File: config.mk
export PLATFORM = sky130hd
export DESIGN_NAME = ysyx_040729_clint
export DESIGN_NICKNAME = d
export VERILOG_FILES = /design/src/rtl/ysyx_040729_pkg.sv /design/src/rtl/ysyx_040729_clint_tick.sv /design/src/rtl/ysyx_040729_clint.sv
export SDC_FILE = /design/constraint.sdc
export NUM_CORES = 1
export LEC_CHECK = 0
export ABC_CLOCK_PERIOD_IN_PS = 2300
export CAP_MARGIN = 20
export CELL_PAD_IN_SITES_DETAIL_PLACEMENT = 1
export CELL_PAD_IN_SITES_GLOBAL_PLACEMENT = 1
export CORE_MARGIN = 2
export CORE_UTILIZATION = 38
export DETAILED_ROUTE_END_ITERATION = 12
export PLACE_DENSITY = 0.75
export SYNTH_ARGS = -nofsm -noshare
export SYNTH_HDL_FRONTEND = slang
export SYNTH_HIERARCHICAL = 1
export SYNTH_SLANG_ARGS = --single-unit
File: constraint.sdc
create_clock -name clock -period 2.3 [get_ports clock]
set_clock_uncertainty 0.05 [all_clocks]
set_input_delay 0.345 -clock clock [delete_from_list [all_inputs] [get_ports clock]]
set_output_delay 0.345 -clock clock [all_outputs]
set_load 0.02 [all_outputs]
File: src/rtl/ysyx_040729_pkg.sv
// Shared CLINT definitions: register offsets, FSM encoding and the offset decoder.
// Latency: none (package only).
// Backpressure: not applicable.
package ysyx_040729_pkg;

    localparam logic [15:0] CLINT_MSIP_OFF     = 16'h0000;
    localparam logic [15:0] CLINT_MTIMECMP_OFF = 16'h4000;
    localparam logic [15:0] CLINT_MTIME_OFF    = 16'hBFF8;

    typedef enum logic {
        ST_IDLE = 1'b0,
        ST_RESP = 1'b1
    } clint_state_e;

    typedef enum logic [1:0] {
        SEL_NONE     = 2'd0,
        SEL_MSIP     = 2'd1,
        SEL_MTIMECMP = 2'd2,
        SEL_MTIME    = 2'd3
    } clint_sel_e;

    // Exact-match decode; any other offset is unmapped.
    function automatic clint_sel_e clint_decode(input logic [15:0] addr);
        clint_sel_e sel;
        case (addr)
            CLINT_MSIP_OFF:     sel = SEL_MSIP;
            CLINT_MTIMECMP_OFF: sel = SEL_MTIMECMP;
            CLINT_MTIME_OFF:    sel = SEL_MTIME;
            default:            sel = SEL_NONE;
        endcase
        return sel;
    endfunction

endpackage

File: src/rtl/ysyx_040729_clint_tick.sv
// mtime prescaler: emits a one-cycle tick every TICK_DIV cycles.
// Latency: tick is a registered-count compare, valid in the cycle the count hits TICK_DIV-1.
// Backpressure: none; clr_i restarts the count at 0 on the next edge.
module ysyx_040729_clint_tick #(
    parameter int unsigned TICK_DIV = 1
) (
    input  logic clock,
    input  logic reset,
    input  logic clr_i,
    output logic tick_o
);

    localparam int unsigned    CW   = (TICK_DIV > 1) ? $clog2(TICK_DIV) : 1;
    localparam logic [CW-1:0] LAST = CW'(TICK_DIV - 1);

    logic [CW-1:0] cnt_q, cnt_d;

    assign tick_o = (cnt_q == LAST);

    // Next count: clear wins, otherwise wrap at TICK_DIV-1.
    always_comb begin
        cnt_d = cnt_q;
        if (clr_i) begin
            cnt_d = '0;
        end else if (cnt_q == LAST) begin
            cnt_d = '0;
        end else begin
            cnt_d = cnt_q + CW'(1);
        end
    end

    // Count register.
    always_ff @(posedge clock or negedge reset) begin
        if (!reset) begin
            cnt_q <= '0;
        end else begin
            cnt_q <= cnt_d;
        end
    end

endmodule

File: src/rtl/ysyx_040729_clint.sv
// Core-local interruptor: msip / mtimecmp / mtime registers behind a valid-ready bus; msip optional via YSYX_040729_CLINT_MSIP_EN.
// Latency: request accepted in IDLE, response valid from the next cycle; write/read-sample happen in the handshake cycle.
// Backpressure: response held stable until resp_ready; req_ready low while a response is outstanding.
module ysyx_040729_clint
    import ysyx_040729_pkg::*;
#(
    parameter int DATA_WIDTH = 64,
    parameter int TICK_DIV   = 1
) (
    input  logic                    clock,
    input  logic                    reset,
    input  logic                    req_valid,
    output logic                    req_ready,
    input  logic                    req_wen,
    input  logic [15:0]             req_addr,
    input  logic [DATA_WIDTH-1:0]   req_wdata,
    input  logic [DATA_WIDTH/8-1:0] req_wmask,
    output logic                    resp_valid,
    input  logic                    resp_ready,
    output logic [DATA_WIDTH-1:0]   resp_rdata,
    output logic                    resp_err,
    output logic                    tirp_o,
    output logic                    sirp_o
);

    localparam int BW = DATA_WIDTH / 8;

    clint_state_e          state_q, state_d;
    clint_sel_e            sel;
    logic [DATA_WIDTH-1:0] mtime_q, mtime_d;
    logic [DATA_WIDTH-1:0] mtimecmp_q, mtimecmp_d;
    logic [DATA_WIDTH-1:0] rdata_q, rdata_d;
    logic                  err_q, err_d;
    logic                  tirp_q;
    logic                  hs, wr, mtime_wr, tick;
    logic                  msip_rd;

    function automatic logic [DATA_WIDTH-1:0] byte_merge(
        input logic [DATA_WIDTH-1:0] old_val,
        input logic [DATA_WIDTH-1:0] new_val,
        input logic [BW-1:0]         mask
    );
        logic [DATA_WIDTH-1:0] res;
        res = old_val;
        for (int b = 0; b < BW; b++) begin
            if (mask[b]) begin
                res[b*8 +: 8] = new_val[b*8 +: 8];
            end
        end
        return res;
    endfunction

    assign req_ready  = (state_q == ST_IDLE);
    assign resp_valid = (state_q == ST_RESP);
    assign resp_rdata = rdata_q;
    assign resp_err   = err_q;
    assign tirp_o     = tirp_q;

    assign hs       = req_valid & req_ready;
    assign sel      = clint_decode(req_addr);
    assign wr       = hs & req_wen;
    assign mtime_wr = wr & (sel == SEL_MTIME);

    // A bus write to mtime restarts the prescaler so the next tick is a full period away.
    ysyx_040729_clint_tick #(
        .TICK_DIV (TICK_DIV)
    ) u_tick (
        .clock  (clock),
        .reset  (reset),
        .clr_i  (mtime_wr),
        .tick_o (tick)
    );

`ifdef YSYX_040729_CLINT_MSIP_EN
    logic msip_q;

    // msip holds only bit 0; it is written when byte 0 is enabled.
    always_ff @(posedge clock or negedge reset) begin
        if (!reset) begin
            msip_q <= 1'b0;
        end else if (wr && (sel == SEL_MSIP) && req_wmask[0]) begin
            msip_q <= req_wdata[0];
        end
    end

    assign msip_rd = msip_q;
    assign sirp_o  = msip_q;
`else
    assign msip_rd = 1'b0;
    assign sirp_o  = 1'b0;
`endif

    // Timer registers: bus write beats a same-cycle tick.
    always_comb begin
        mtime_d    = mtime_q;
        mtimecmp_d = mtimecmp_q;
        if (mtime_wr) begin
            mtime_d = byte_merge(mtime_q, req_wdata, req_wmask);
        end else if (tick) begin
            mtime_d = mtime_q + DATA_WIDTH'(1);
        end
        if (wr && (sel == SEL_MTIMECMP)) begin
            mtimecmp_d = byte_merge(mtimecmp_q, req_wdata, req_wmask);
        end
    end

    // Bus FSM: latch the response at handshake, hold it until the requester takes it.
    always_comb begin
        state_d = state_q;
        rdata_d = rdata_q;
        err_d   = err_q;
        case (state_q)
            ST_IDLE: begin
                if (req_valid) begin
                    state_d = ST_RESP;
                    err_d   = (sel == SEL_NONE);
                    rdata_d = '0;
                    if (!req_wen) begin
                        case (sel)
                            SEL_MSIP:     rdata_d = {{(DATA_WIDTH-1){1'b0}}, msip_rd};
                            SEL_MTIMECMP: rdata_d = mtimecmp_q;
                            SEL_MTIME:    rdata_d = mtime_q;
                            default:      rdata_d = '0;
                        endcase
                    end
                end
            end
            ST_RESP: begin
                if (resp_ready) begin
                    state_d = ST_IDLE;
                end
            end
            default: state_d = ST_IDLE;
        endcase
    end

    // State, timer and registered interrupt compare.
    always_ff @(posedge clock or negedge reset) begin
        if (!reset) begin
            state_q    <= ST_IDLE;
            mtime_q    <= '0;
            mtimecmp_q <= '1;
            rdata_q    <= '0;
            err_q      <= 1'b0;
            tirp_q     <= 1'b0;
        end else begin
            state_q    <= state_d;
            mtime_q    <= mtime_d;
            mtimecmp_q <= mtimecmp_d;
            rdata_q    <= rdata_d;
            err_q      <= err_d;
            tirp_q     <= (mtime_q >= mtimecmp_q);
        end
    end

endmodule

After elaboration in Yosys (flattened, before gate mapping):

Cells that the tools add are included.

* order comparisons: 1
* add/subtract/negate cells: 2
* mux-type cells: 18
* bitwise operators: 4
* reductions and logical operators: 20
* eq/ne operators: 13

Operator list (count)
* two-way mux 64 bit: 3
* one-hot mux 64 bit (2 select lines): 1
* adder 64 x 1 -> 64 bit, second input constant: 1
* greater-or-equal comparator 64 bit: 1
* two-way mux 8 bit: 8
* AND reduction 2 bit: 17
* inequality test 2 bit, second input constant: 9
* == test 16 x 15 -> 1 bit, second input constant: 1
* == test 16 bit, second input constant: 1
* zero test 16 bit: 1
* one-hot mux 2 bit (3 select lines): 1
* == test 2 bit, second input constant: 2
* two-way mux 1 bit: 4
* bitwise AND 1 bit: 3
* zero test 2 bit: 1
* one-hot mux 1 bit (2 select lines): 1
* adder 1 bit, second input constant: 1
* logical AND 1 bit: 1
* NOT 1 bit: 1

* output and inout bits: 69
* register bits after elaboration: 196

Longest topological paths before layout:

Gate-level depths: netlist of the first run.

* word-level depth: 6
* gate-level depth with buffers: 10
* gate-level depth less buffers: 8

By module:

Netlist of the first run, hierarchy kept.

By module, submodules not included
* ysyx_040729_clint: area each 11378.4 µm², cells each 1208, seq. area each 4959.8 µm², times used 1
* ysyx_040729_clint_tick: area each 11.3 µm², cells each 2, seq. area each 0.0 µm², times used 1

Worst setup path after synthesis of the first run:

Ideal clock, no wire load.

* kind: input to register
* start point: input req_addr[2]
* end point: register mtime_q[12]
* stages: 9
* required time: 2.110 ns
* arrival: 2.061 ns
* setup slack: 0.049 ns
* buffers on the path: 2
* cells stage by stage: or3_1 -> nor4_1 -> nand3_1 -> inv_2 -> buf_2 -> buf_2 -> nor2_1 -> o21ai_0 -> o221ai_1

* cells in the longest elaborated chain, start to end: 6

Ends and longest elaborated chain
* from (decl): line ysyx_040729_clint.sv:15 `input logic [15:0] req_addr,`
* == test 16 bit (tied with other cells): line ysyx_040729_pkg.sv:25 `case (addr)`
* one-hot mux 2 bit (3 select lines) *: line ysyx_040729_pkg.sv:25
* == test 2 bit *: line ysyx_040729_clint.sv:62 `assign mtime_wr = wr & (sel == SEL_MTIME);`
* bitwise AND 1 bit *: line ysyx_040729_clint.sv:62
* inequality test 2 bit (no line)
* AND reduction 2 bit (no line)
* to (signal assigned): line ysyx_040729_clint.sv:148 `mtime_q <= mtime_d;`
* to (decl): line ysyx_040729_clint.sv:30 `logic [DATA_WIDTH-1:0] mtime_q, mtime_d;`

Mark *: on every way between the ends. The rest lies on a longest branch, timed or not.
A chain may end at the register's enable or synchronous reset.

Worst setup path in the final report of the first run:

* start point: register mtimecmp_q[17]
* end point: register tirp_q, in the netlist tirp_o

* cells in the longest elaborated chain, start to end: 1

Ends and longest elaborated chain
* from (decl): line ysyx_040729_clint.sv:31 `logic [DATA_WIDTH-1:0] mtimecmp_q, mtimecmp_d;`
* from (signal assigned): line ysyx_040729_clint.sv:149 `mtimecmp_q <= mtimecmp_d;`
* greater-or-equal comparator 64 bit: line ysyx_040729_clint.sv:152 `tirp_q <= (mtime_q >= mtimecmp_q);`
* to (signal assigned): line ysyx_040729_clint.sv:152
* to (decl): line ysyx_040729_clint.sv:34 `logic tirp_q;`

Every way passes these cells.

==> results.tsv, run 1 <==
stage	metric	value	unit
route	vias per cell	5.75	
synth	Post-synth ARST share	100	%
synth	top cell type's share of synthesized area	28.8	%
grt	total congestion overflow	0	
placed_design	port bufs	160	
timing	worst slew pin tran	0.812	ns
route	drt first pass iters	5	
timing	Tmin final	2.45	ns
synth	Syn Nets	1368	
route	post-route DRC violation count	0	
synth	top post-synthesis cells by area	dfrtp_1 (29%), dfstp_2 (15%), ha_1 (7.1%), mux2_2 (6.2%), nand2_1 (4.7%)	
route	WL final	42.6	mm
cells_and_area	area delta synth->final	41.1	%
floorplanning	die width	177	µm
clock_tree	Clock Latency Late Sink	0.44	ns
route	initial drt markers	797	
placed_design	dpl hpwl	30.6	mm
floorplanning	Starting Density	38.5	%
critical_path	Data arrival, critical path	2.71	ns
grt	initial antenna violation count	0	
timing	fmax	0.409	GHz
timing	Hold Violations, Final	0	
route	drt wl/cell	21.8	µm
cells_and_area	multi-input logic area	0.00622	mm²
floorplanning	die area	0.0314	mm²
critical_path	type of origin of the critical path	register	
synth	Yosys top cell by area	dfrtp_1	
synth	flip-flop and latch count after synthesis	195	
synth	syn_area_per_cell	9.41	µm²
synth	post-synth cell types	73	
cells_and_area	fillers	3295	
timing	Final WS setup	-0.147	ns
clock_tree	clock sink count	195	
clock_tree	CTS Buf Count	17	
clock_tree	Clk pin slew, worst setup/hold paths	0.08	ns
cells_and_area	layout cells sized above 1	30.8	%
timing	RSZ-0062 raised after global routing	yes	
job	max-cap viol count	0	
status	failing checks	negative setup slack	
timing	Final Max Slew Viols	0	
synth	Post-synth EDFFs	0	
synth	Mapped Cells	1210	
status	status	finished, violations left	
clock_tree	clock root cell	clkbuf_16	
cells_and_area	ant diodes	0	
synth	post-synthesis sequential area ratio	43.5	%
route	post-route antenna net violation count	0	
critical_path	Crit Path Max Fanout	3	
floorplanning	core area	0.0296	mm²
power	Leak	0.00678	µW
placed_design	worst slack at placement	-0.555	ns
route	vias	11200	
placed_design	routability cong.	0.846	
min_path	Hold Path Class	in -> async	
timing	setup violators final	1	
grt	via count of the first global-routing pass	11900	
grt	first-pass GRT wire length	65.5	mm
cells_and_area	FF/Latch Area	0.00497	mm²
critical_path	worst setup path category	reg -> reg	
timing	Sum Neg Setup Slack	-0.147	ns
synth	Ys Warns	6	
critical_path	Worst Path Required	2.57	ns
timing	fin crit share	106	%
grt	total track usage	26.9	%
floorplanning	Top Ports	162	
clock_tree	htree depth	4	
timing	Slew HR	45.9	%
power	power per cell area	474	mW/mm²
cells_and_area	nets@finish	1709	
critical_path	CP Capture Type	register	
floorplanning	site row count	63	
critical_path	slowest cell on the critical path	dfstp_2	
clock_tree	clk buf depth	2	
clock_tree	TritonCTS clock tree	yes	
grt	largest net degree at the start of global routing	68	
synth	Cell Area, Synth	0.0114	mm²
floorplanning	die height	177	µm
synth	dominant synthesized flop cell	dfrtp_1	
power	VDD IR max	0.457	mV
critical_path	Cell Chain, Critical Path	inv_1 -> ha_1 -> a21oi_1 -> o22ai_1 -> o211ai_1 -> nand4_1 -> buf_4 -> o31ai_4 -> a21oi_2	
critical_path	Slowest Stage Delay on Critical Path	0.56	ns
[sequential cells by signal (all words and copies together) (netlist names)]
register	flops
mtime_q	64
mtimecmp_q	64
resp_err	1
resp_rdata	64
resp_valid	1
tirp_o	1
[path summary, 6_finish.rpt]
path                                start             end  slack, ns  cells after the start
hold reg to reg            resp_rdata[56]  resp_rdata[56]       0.43                      2
max in group asynchronous           reset  mtimecmp_q[44]       1.00                      3
setup / recovery           mtimecmp_q[17]          tirp_o      -0.15                      9
min in group clock          req_wdata[12]  mtimecmp_q[12]       0.41                      3
hold / removal                      reset  resp_rdata[20]       0.41                      2
setup reg to reg           mtimecmp_q[17]          tirp_o      -0.15                      9
[power by group]
part | switching, µW | internal [µW] | total [µW]
registers | 122 | 3500 | 3620
logic | 487 | 408 | 895
clock network | 1510 | 1600 | 3110
total | 2120 | 5500 | 7620
[cell type report]
class,instances,area share [%]
Timing Repair Buffer,379,21.7
Sequential cell,195,30.9
Clock buffer,19,2.82
Tap cell,390,3.04
Inverter,86,2.02
Multi-Input combinational cell,872,38.7
Clock inverter,13,0.864
[critical path, delay by kind of cell (launching register included)]
family	cells	cell delay, ns
AOI/OAI and AO/OA	5	0.92
adders and majority gates	1	0.29
buffers and inverters	2	0.27
DFF	1	0.56
and+or+nand+nor	1	0.24
[layer usage]
| metal | vias up | global-route usage [%] | part of all wire (%) |
|---|---|---|---|
| met4 | 0 | 8.33 | 2.0 |
| li1 | 5119 | - | - |
| met3 | 55 | 4.40 | 4.8 |
| met1 | 5740 | 35.3 | 44 |
| met5 | - | 0 | 0 |
| met2 | 326 | 45.5 | 49 |
[placed cells by master (no fill, tap or decap), types with 8 or more instances in the layout]
cell type,count
buf_12,11
o21ai_0,85
and2_1,12
ha_1,59
dfstp_2,64
a21o_1,10
nand2_1,135
a22oi_1,66
buf_6,11
inv_1,81
nand3_1,32
a21oi_1,52
a211oi_1,11
mux2_2,63
nor2_1,64
nor3_1,13
clkbuf_16,20
buf_4,193
a211o_1,11
dfrtp_1,125
and4_1,8
o21ai_1,18
and3_1,15
nand2_2,8
clkdlybuf4s50_1,159
nand4_1,44
[cells by family after synthesis]
logic type      Yosys count  share of synthesized area, %
compound gates          333                          19.1
fa+ha+maj                65                          7.14
buf+inv                 143                          5.45
flops                   195                          43.5
mux                      65                          6.40
other cells               2                        0.0659
simple gates            407                          18.3
[synth_stat cells, types with 7 or more instances]
cell,n
a211o_1,11
a211oi_1,14
a21o_1,10
a21oi_1,58
a22oi_1,67
and2_1,14
and3_1,18
and4_1,11
buf_2,10
buf_4,9
clkbuf_1,32
dfrtp_1,131
dfstp_2,64
ha_1,65
inv_1,85
mux2_2,63
nand2_1,144
nand3_1,39
nand4_1,44
nor2_1,65
nor3_1,19
nor4_1,9
o211ai_1,7
o21ai_0,92
o21ai_1,11
o22ai_1,7
[repair_timing]
action | in CTS | in global routing
hold buffers | 1 | 0
pin swaps | 18 | 26
gates cloned | 0 | 3
setup buffers | 13 | 8
hold endpoints to repair | 31 | 0
endpoints found under the setup margin | 54 | 139
gates resized for setup | 46 | 59
[per-stage QoR]
stage / power, µW / instances / hold slack [ns] / instance area [µm²] / util [%]
2_1_floorplan: 3960 / 1210 / -0.000591 / 11400 / -
3_3_place_gp: 4480 / 1897 / 0.323 / 14800 / 50.0
3_5_place_dp: 4510 / 1897 / 0.323 / 14800 / 50.0
4_1_cts: 7610 / 1943 / 0.405 / 15700 / 53.1
5_1_grt: 7900 / 1954 / 0.410 / 16100 / 54.4
6_report: 7620 / 1954 / 0.407 / 16100 / 54.4
(Power assumes the default switching activity.)
==> inputs of run 2 (changes only) <==
GPL_TIMING_DRIVEN = 0   (was not set)
==> run 2 against run 1 <==
Net effect: the flow still finishes with violations (negative setup slack); clock power is 1% higher; routed wire length fell by 0.11%; sequential share of layout area up 1.8 points; die area unchanged; critical path type unchanged; critical endpoint unchanged; largest power group unchanged; highest routed layer is now met5.
==> results.tsv, run 2 (same netlist as run 1, synthesis figures left out) <==
stage	metric	value	unit	change
job	max-cap viol count	0		unchanged
grt	initial antenna violation count	1		+1
status	status	finished, violations left		
timing	Sum Neg Setup Slack	-0.924	ns	-0.776 ns
clock_tree	clock root cell	clkbuf_16		
critical_path	Data arrival, critical path	2.84	ns	+0.13 ns
route	vias per cell	5.91		+2.7%
power	power per cell area	501	mW/mm²	+5.6%
clock_tree	Clock Latency Late Sink	0.44	ns	about the same
floorplanning	Top Ports	162		unchanged
timing	Tmin final	2.52	ns	+0.0695 ns
timing	Final WS setup	-0.217	ns	-0.0695 ns
grt	total congestion overflow	0		unchanged
cells_and_area	Util after Layout	51.6	%	-2.7 points
min_path	WHS Endpoint	mtime_q[37]		
timing	fin crit share	109	%	+3.0 points
critical_path	CP Capture Type	register		
placed_design	routability cong.	0.849		+0.28%
cells_and_area	layout cells sized above 1	26.9	%	-3.8 points
route	post-route antenna net violation count	0		unchanged
floorplanning	core area	0.0296	mm²	unchanged
clock_tree	TritonCTS clock tree	yes		
route	drt wl/cell	23.0	µm	+5.5%
min_path	hold path cells	4		
timing	fmax	0.397	GHz	-2.8%
floorplanning	die height	177	µm	unchanged
min_path	min-delay src	req_wmask[4]		
grt	largest net degree at the start of global routing	113		+66%
cells_and_area	fillers	3295		unchanged
cells_and_area	area delta synth->final	34.0	%	
placed_design	dpl hpwl	29.1	mm	-5.1%
timing	Slew HR	37.1	%	-8.8 points
critical_path	type of origin of the critical path	register		
critical_path	worst setup path category	reg -> reg		
timing	RSZ-0062 raised after global routing	yes		
cells_and_area	most frequent cells in the layout	clkdlybuf4s50_1 (153), nand2_1 (131), dfrtp_1 (106)		
status	failing checks	negative setup slack		
cells_and_area	ant diodes	0		unchanged
critical_path	Setup crit start	mtimecmp_q[28]		
power	Leak	0.00615	µW	-9.3%
floorplanning	die area	0.0314	mm²	unchanged
critical_path	reg-to-reg startpoint	mtimecmp_q[28]		
grt	total track usage	26.9	%	about the same
clock_tree	clock sink count	195		unchanged
route	initial drt markers	786		-1.4%
route	drt first pass iters	5		unchanged
power	VDD IR max	0.423	mV	-7.6%
clock_tree	htree depth	4		unchanged
min_path	Hold Path Class	in -> reg		
clock_tree	Clk pin slew, worst setup/hold paths	0.08	ns	about the same
floorplanning	die width	177	µm	unchanged
timing	setup violators final	25		+24
floorplanning	Starting Density	38.5	%	unchanged
clock_tree	clk buf depth	2		unchanged
cells_and_area	nets@finish	1605		-6.1%
critical_path	Reg-to-Reg End	tirp_o		
timing	Hold Violations, Final	0		unchanged
critical_path	Crit Path Max Fanout	2		-1
cells_and_area	most common cell after layout, fill and taps aside	clkdlybuf4s50_1		
critical_path	R2R setup slack	-0.22	ns	-0.07 ns
timing	Final Max Slew Viols	0		unchanged
placed_design	port bufs	157		-1.9%
route	vias	10900		-2.8%
grt	via count of the first global-routing pass	11500		-3.6%
critical_path	R2R depth	8		-1
route	WL final	42.6	mm	-0.11%
critical_path	Worst Path Required	2.62	ns	+0.05 ns
grt	first-pass GRT wire length	64.8	mm	-1.0%
route	post-route DRC violation count	0		unchanged
timing	worst slew pin tran	0.943	ns	+0.132 ns
clock_tree	CTS Buf Count	17		unchanged
floorplanning	site row count	63		unchanged
[run 2: cell count changes in the layout (fill, tap and decap cells not counted), moves of 5 or more]
cell	previous run	this run
o21ai_1	18	24
ha_1	59	53
clkbuf_1	0	15
buf_12	11	2
clkbuf_4	0	5
o21ai_0	85	78
buf_4	193	69
clkdlybuf4s50_1	159	153
dfrtp_2	6	25
ha_4	6	12
dfrtp_1	125	106
[run 2: cell type report]
type	instances	area, µm²	share of cell area [%]
multi-input combinational	872	6330	41.5
sequential	195	4990	32.7
timing repair buffer	224	2110	13.9
tap	390	488	3.20
clock buffer	18	429	2.81
buffer	51	409	2.68
inverter	86	328	2.15
clock inverter	14	169	1.11
[run 2: repair_timing]
action / in CTS / in global routing
hold endpoints to repair: 37 / 0
pin swaps: 26 / 35
hold buffers: 1 / 0
gates cloned: 0 / 1
resized for setup: 129 / 78
setup buffers: 32 / 32
endpoints found under the setup margin: 195 / 189
[run 2: worst max path at each step]
stage / to / slack [ns] / cells after the start
6_report: tirp_o / -0.22 / 8
5_1_grt: tirp_o / -0.26 / 8
4_1_cts: tirp_o / -0.18 / 8
2_1_floorplan: mtime_q[12] / 0.05 / 9
3_3_place_gp: resp_rdata[52] / -7.69 / 1
3_5_place_dp: mtime_q[12] / -1.17 / 10
[run 2: metrics by stage]
stage | hold WS (ns) | total power (µW) | cells | worst slack (ns) | cell area (µm²)
final | 0.220 | 7640 | 1850 | -0.217 | 15300
after global routing | 0.231 | 7910 | 1850 | -0.256 | 15300
after CTS | 0.199 | 7600 | 1818 | -0.176 | 14800
after detailed placement | 0.421 | 4430 | 1758 | -1.17 | 13500
after global placement | 0.414 | 4400 | 1757 | -7.69 | 13400
after floorplan | -0.000591 | 3960 | 1210 | 0.0489 | 11400
[run 2: critical path, stage by stage (launching register included)]
cell and delay, ns:
dfstp_2 0.53, inv_1 0.05, ha_1 0.30, nand4_1 0.18, nor4_4 0.48, o211ai_1 0.29, nand4_1 0.28, o31ai_2 0.10
a21oi_2 0.17
[run 2: power breakdown]
part	total, µW	switching (µW)	internal (µW)	leakage [µW]
Sequential	3620	127	3490	0.00239
Clock	3150	1510	1640	0.000283
Combinational	867	496	371	0.00348
Total	7640	2130	5510	0.00615
[run 2: per-layer routing]
metal / up-vias / part of all wire [%] / GRT usage (%)
met5: - / 0.021 / 0
met4: 2 / 3.6 / 10.8
met3: 87 / 5.6 / 4.88
met2: 379 / 48 / 44.0
met1: 5538 / 43 / 35.3
li1: 4924 / - / -
==> inputs of run 3 (changes only) <==
CORE_MARGIN = not set   (was 2)
HOLD_SLACK_MARGIN = 0.03   (was not set)
==> run 3 against run 2 <==
Net effect: non-clock buffer count decreased by 15; clock power hardly changed; power fell by 0.41%; sequential cell count did not move; utilization down 0.42 points; final cell count down 0.81%; via count is 1.5% lower; count of clock-buffer cells in the layout unchanged; global-route usage shrank 0.58 points; first-iteration DRC count fell by 14%; maximum frequency is 2.2% higher; the flow still finishes with violations (negative setup slack); die area is 2.2% lower.
==> results.tsv, run 3 (same netlist as run 1, synthesis figures left out) <==
stage	metric	value	unit	change
status	status	finished, violations left		
status	failing checks	negative setup slack		
critical_path	Slowest Stage Delay on Critical Path	0.54	ns	about the same
placed_design	routability cong.	0.879		+3.5%
timing	Final WS setup	-0.163	ns	+0.0543 ns
grt	via count of the first global-routing pass	10900		-4.4%
critical_path	Cell Chain, Critical Path	inv_1 -> ha_4 -> a211oi_4 -> o22ai_1 -> o211ai_1 -> nand4_1 -> o31ai_2 -> a21oi_2		
cells_and_area	ant diodes	0		unchanged
critical_path	Reg-to-Reg End	tirp_o		
critical_path	type of origin of the critical path	register		
power	Leak	0.00612	µW	-0.55%
cells_and_area	most frequent cells in the layout	clkdlybuf4s50_1 (156), nand2_1 (132), dfrtp_1 (108)		
job	max-cap viol count	0		unchanged
clock_tree	TritonCTS clock tree	yes		
grt	initial antenna violation count	1		unchanged
critical_path	Data arrival, critical path	2.72	ns	-0.12 ns
grt	largest net degree at the start of global routing	118		+4.4%
power	VDD IR max	0.519	mV	+23%
cells_and_area	area delta synth->final	32.9	%	
timing	WHS	0.219	ns	-0.000452 ns
route	drt wl/cell	22.1	µm	-3.9%
clock_tree	clock sink count	195		unchanged
min_path	min-delay src	req_wmask[7]		
timing	Slew HR	43.9	%	+6.8 points
timing	setup violators final	8		-68%
timing	Final Max Slew Viols	0		unchanged
route	post-route DRC violation count	0		unchanged
route	vias	10800		-1.5%
floorplanning	die height	175	µm	-1.1%
floorplanning	site row count	63		unchanged
timing	fmax	0.406	GHz	+2.2%
critical_path	Top Family by Delay on Critical Path	compound AO/OA/AOI/OAI gates		
placed_design	dpl hpwl	28.9	mm	-0.60%
critical_path	CP bufs+invs	1		unchanged
floorplanning	Top Ports	162		unchanged
route	vias per cell	5.87		-0.65%
critical_path	Crit Path Max Fanout	3		+1
critical_path	Worst Path Required	2.56	ns	-0.06 ns
floorplanning	die area	0.0307	mm²	-2.2%
clock_tree	Clk pin slew, worst setup/hold paths	0.08	ns	about the same
cells_and_area	nets@finish	1590		-0.93%
timing	worst slew pin tran	0.840	ns	-0.104 ns
route	initial drt markers	677		-14%
min_path	Hold Path Class	in -> reg		
critical_path	worst setup path category	reg -> reg		
critical_path	CP Capture Type	register		
placed_design	port bufs	157		unchanged
timing	fin crit share	107	%	-2.4 points
timing	RSZ-0062 raised after global routing	yes		
floorplanning	Starting Density	38.5	%	unchanged
cells_and_area	most common cell after layout, fill and taps aside	clkdlybuf4s50_1		
critical_path	R2R setup slack	-0.16	ns	+0.05 ns
critical_path	Worst Setup EP	tirp_o		
timing	Tmin final	2.46	ns	-0.0543 ns
grt	total congestion overflow	0		unchanged
clock_tree	CTS Buf Count	17		unchanged
route	post-route antenna net violation count	0		unchanged
timing	Hold Violations, Final	0		unchanged
critical_path	Setup crit start	mtimecmp_q[21]		
cells_and_area	layout cells sized above 1	25.6	%	-1.3 points
critical_path	WP depth	8		unchanged
route	drt first pass iters	5		unchanged
power	power per cell area	503	mW/mm²	+0.41%
clock_tree	clock root cell	clkbuf_16		
timing	Sum Neg Setup Slack	-0.263	ns	+0.660 ns
critical_path	reg-to-reg startpoint	mtimecmp_q[21]		
critical_path	R2R depth	8		unchanged
clock_tree	Clock Latency Late Sink	0.44	ns	about the same
grt	first-pass GRT wire length	62.7	mm	-3.3%
clock_tree	htree depth	4		unchanged
route	WL final	40.6	mm	-4.7%
grt	total track usage	26.4	%	-0.58 points
clock_tree	clk buf depth	2		unchanged
critical_path	slowest cell on the critical path	dfstp_2		
floorplanning	die width	175	µm	-1.1%
floorplanning	core area	0.0296	mm²	unchanged
## run 3: cell count changes in the layout (fill, tap and decap cells not counted), sizes merged
cell	previous run	this run
dlygate4sd2	1	0
dlymetal6s2s	2	0
clkdlybuf4s50	153	156
buf	93	81
clkinv	4	5
clkbuf	43	40
clkinvlp	3	2
## run 3: metal layers
metal	wire length [µm]	vias up	GRT usage [%]
met5	10	-	0
met3	2250	81	4.33
met1	17900	5442	35.8
li1	-	4895	-
met2	19000	351	42.2
met4	1390	2	9.75
## run 3: worst min-delay path by stage
stage / endpoint / slack [ns] / cells after the start
after floorplan: mtime_q[0] / -0.0006 / 0
after global placement: resp_rdata[0] / 0.41 / 2
after detailed placement: resp_rdata[52] / 0.33 / 1
after CTS: mtime_q[37] / 0.20 / 4
after global routing: mtime_q[57] / 0.24 / 3
final: mtime_q[57] / 0.22 / 3
## run 3: final cells by class
cell class / count / area, µm²
clock inverters: 14 / 169
multi-input cells: 872 / 6320
well taps: 390 / 488
repair buffers: 210 / 2000
inverters: 86 / 325
fillers: 3324 / 14400
plain buffers: 50 / 417
clock buffers: 18 / 429
flip-flops and latches: 195 / 4990
## run 3: where the power goes
part / switching [µW] / internal [µW] / total (µW)
Clock: 1500 / 1640 / 3140
Sequential: 113 / 3490 / 3610
Combinational: 498 / 363 / 861
Total: 2110 / 5500 / 7610
## run 3: tightest hold or removal path, stage by stage
cell and delay, ns:
buf_2 0.16, nand3_1 0.09, nand3_1 0.06
## run 3: repair_timing
| action | in CTS | in global routing |
|---|---|---|
| resized for setup | 103 | 105 |
| cloned | 0 | 0 |
| hold endpoints to repair | 52 | 0 |
| pin swaps | 25 | 23 |
| hold buffers | 1 | 0 |
| endpoints found under the setup margin | 195 | 155 |
| setup buffers | 32 | 19 |
## run 3: per-stage QoR
stage	setup WS, ns	total power [µW]	util, %	cell area, µm²	instances
finish	-0.163	7610	51.2	15100	1835
global route	-0.193	7870	51.2	15100	1835
CTS	-0.134	7600	49.7	14700	1818
detailed placement	-1.30	4430	45.6	13500	1758
global placement	-7.64	4400	45.5	13400	1757
floorplan	0.0489	3960	-	11400	1210
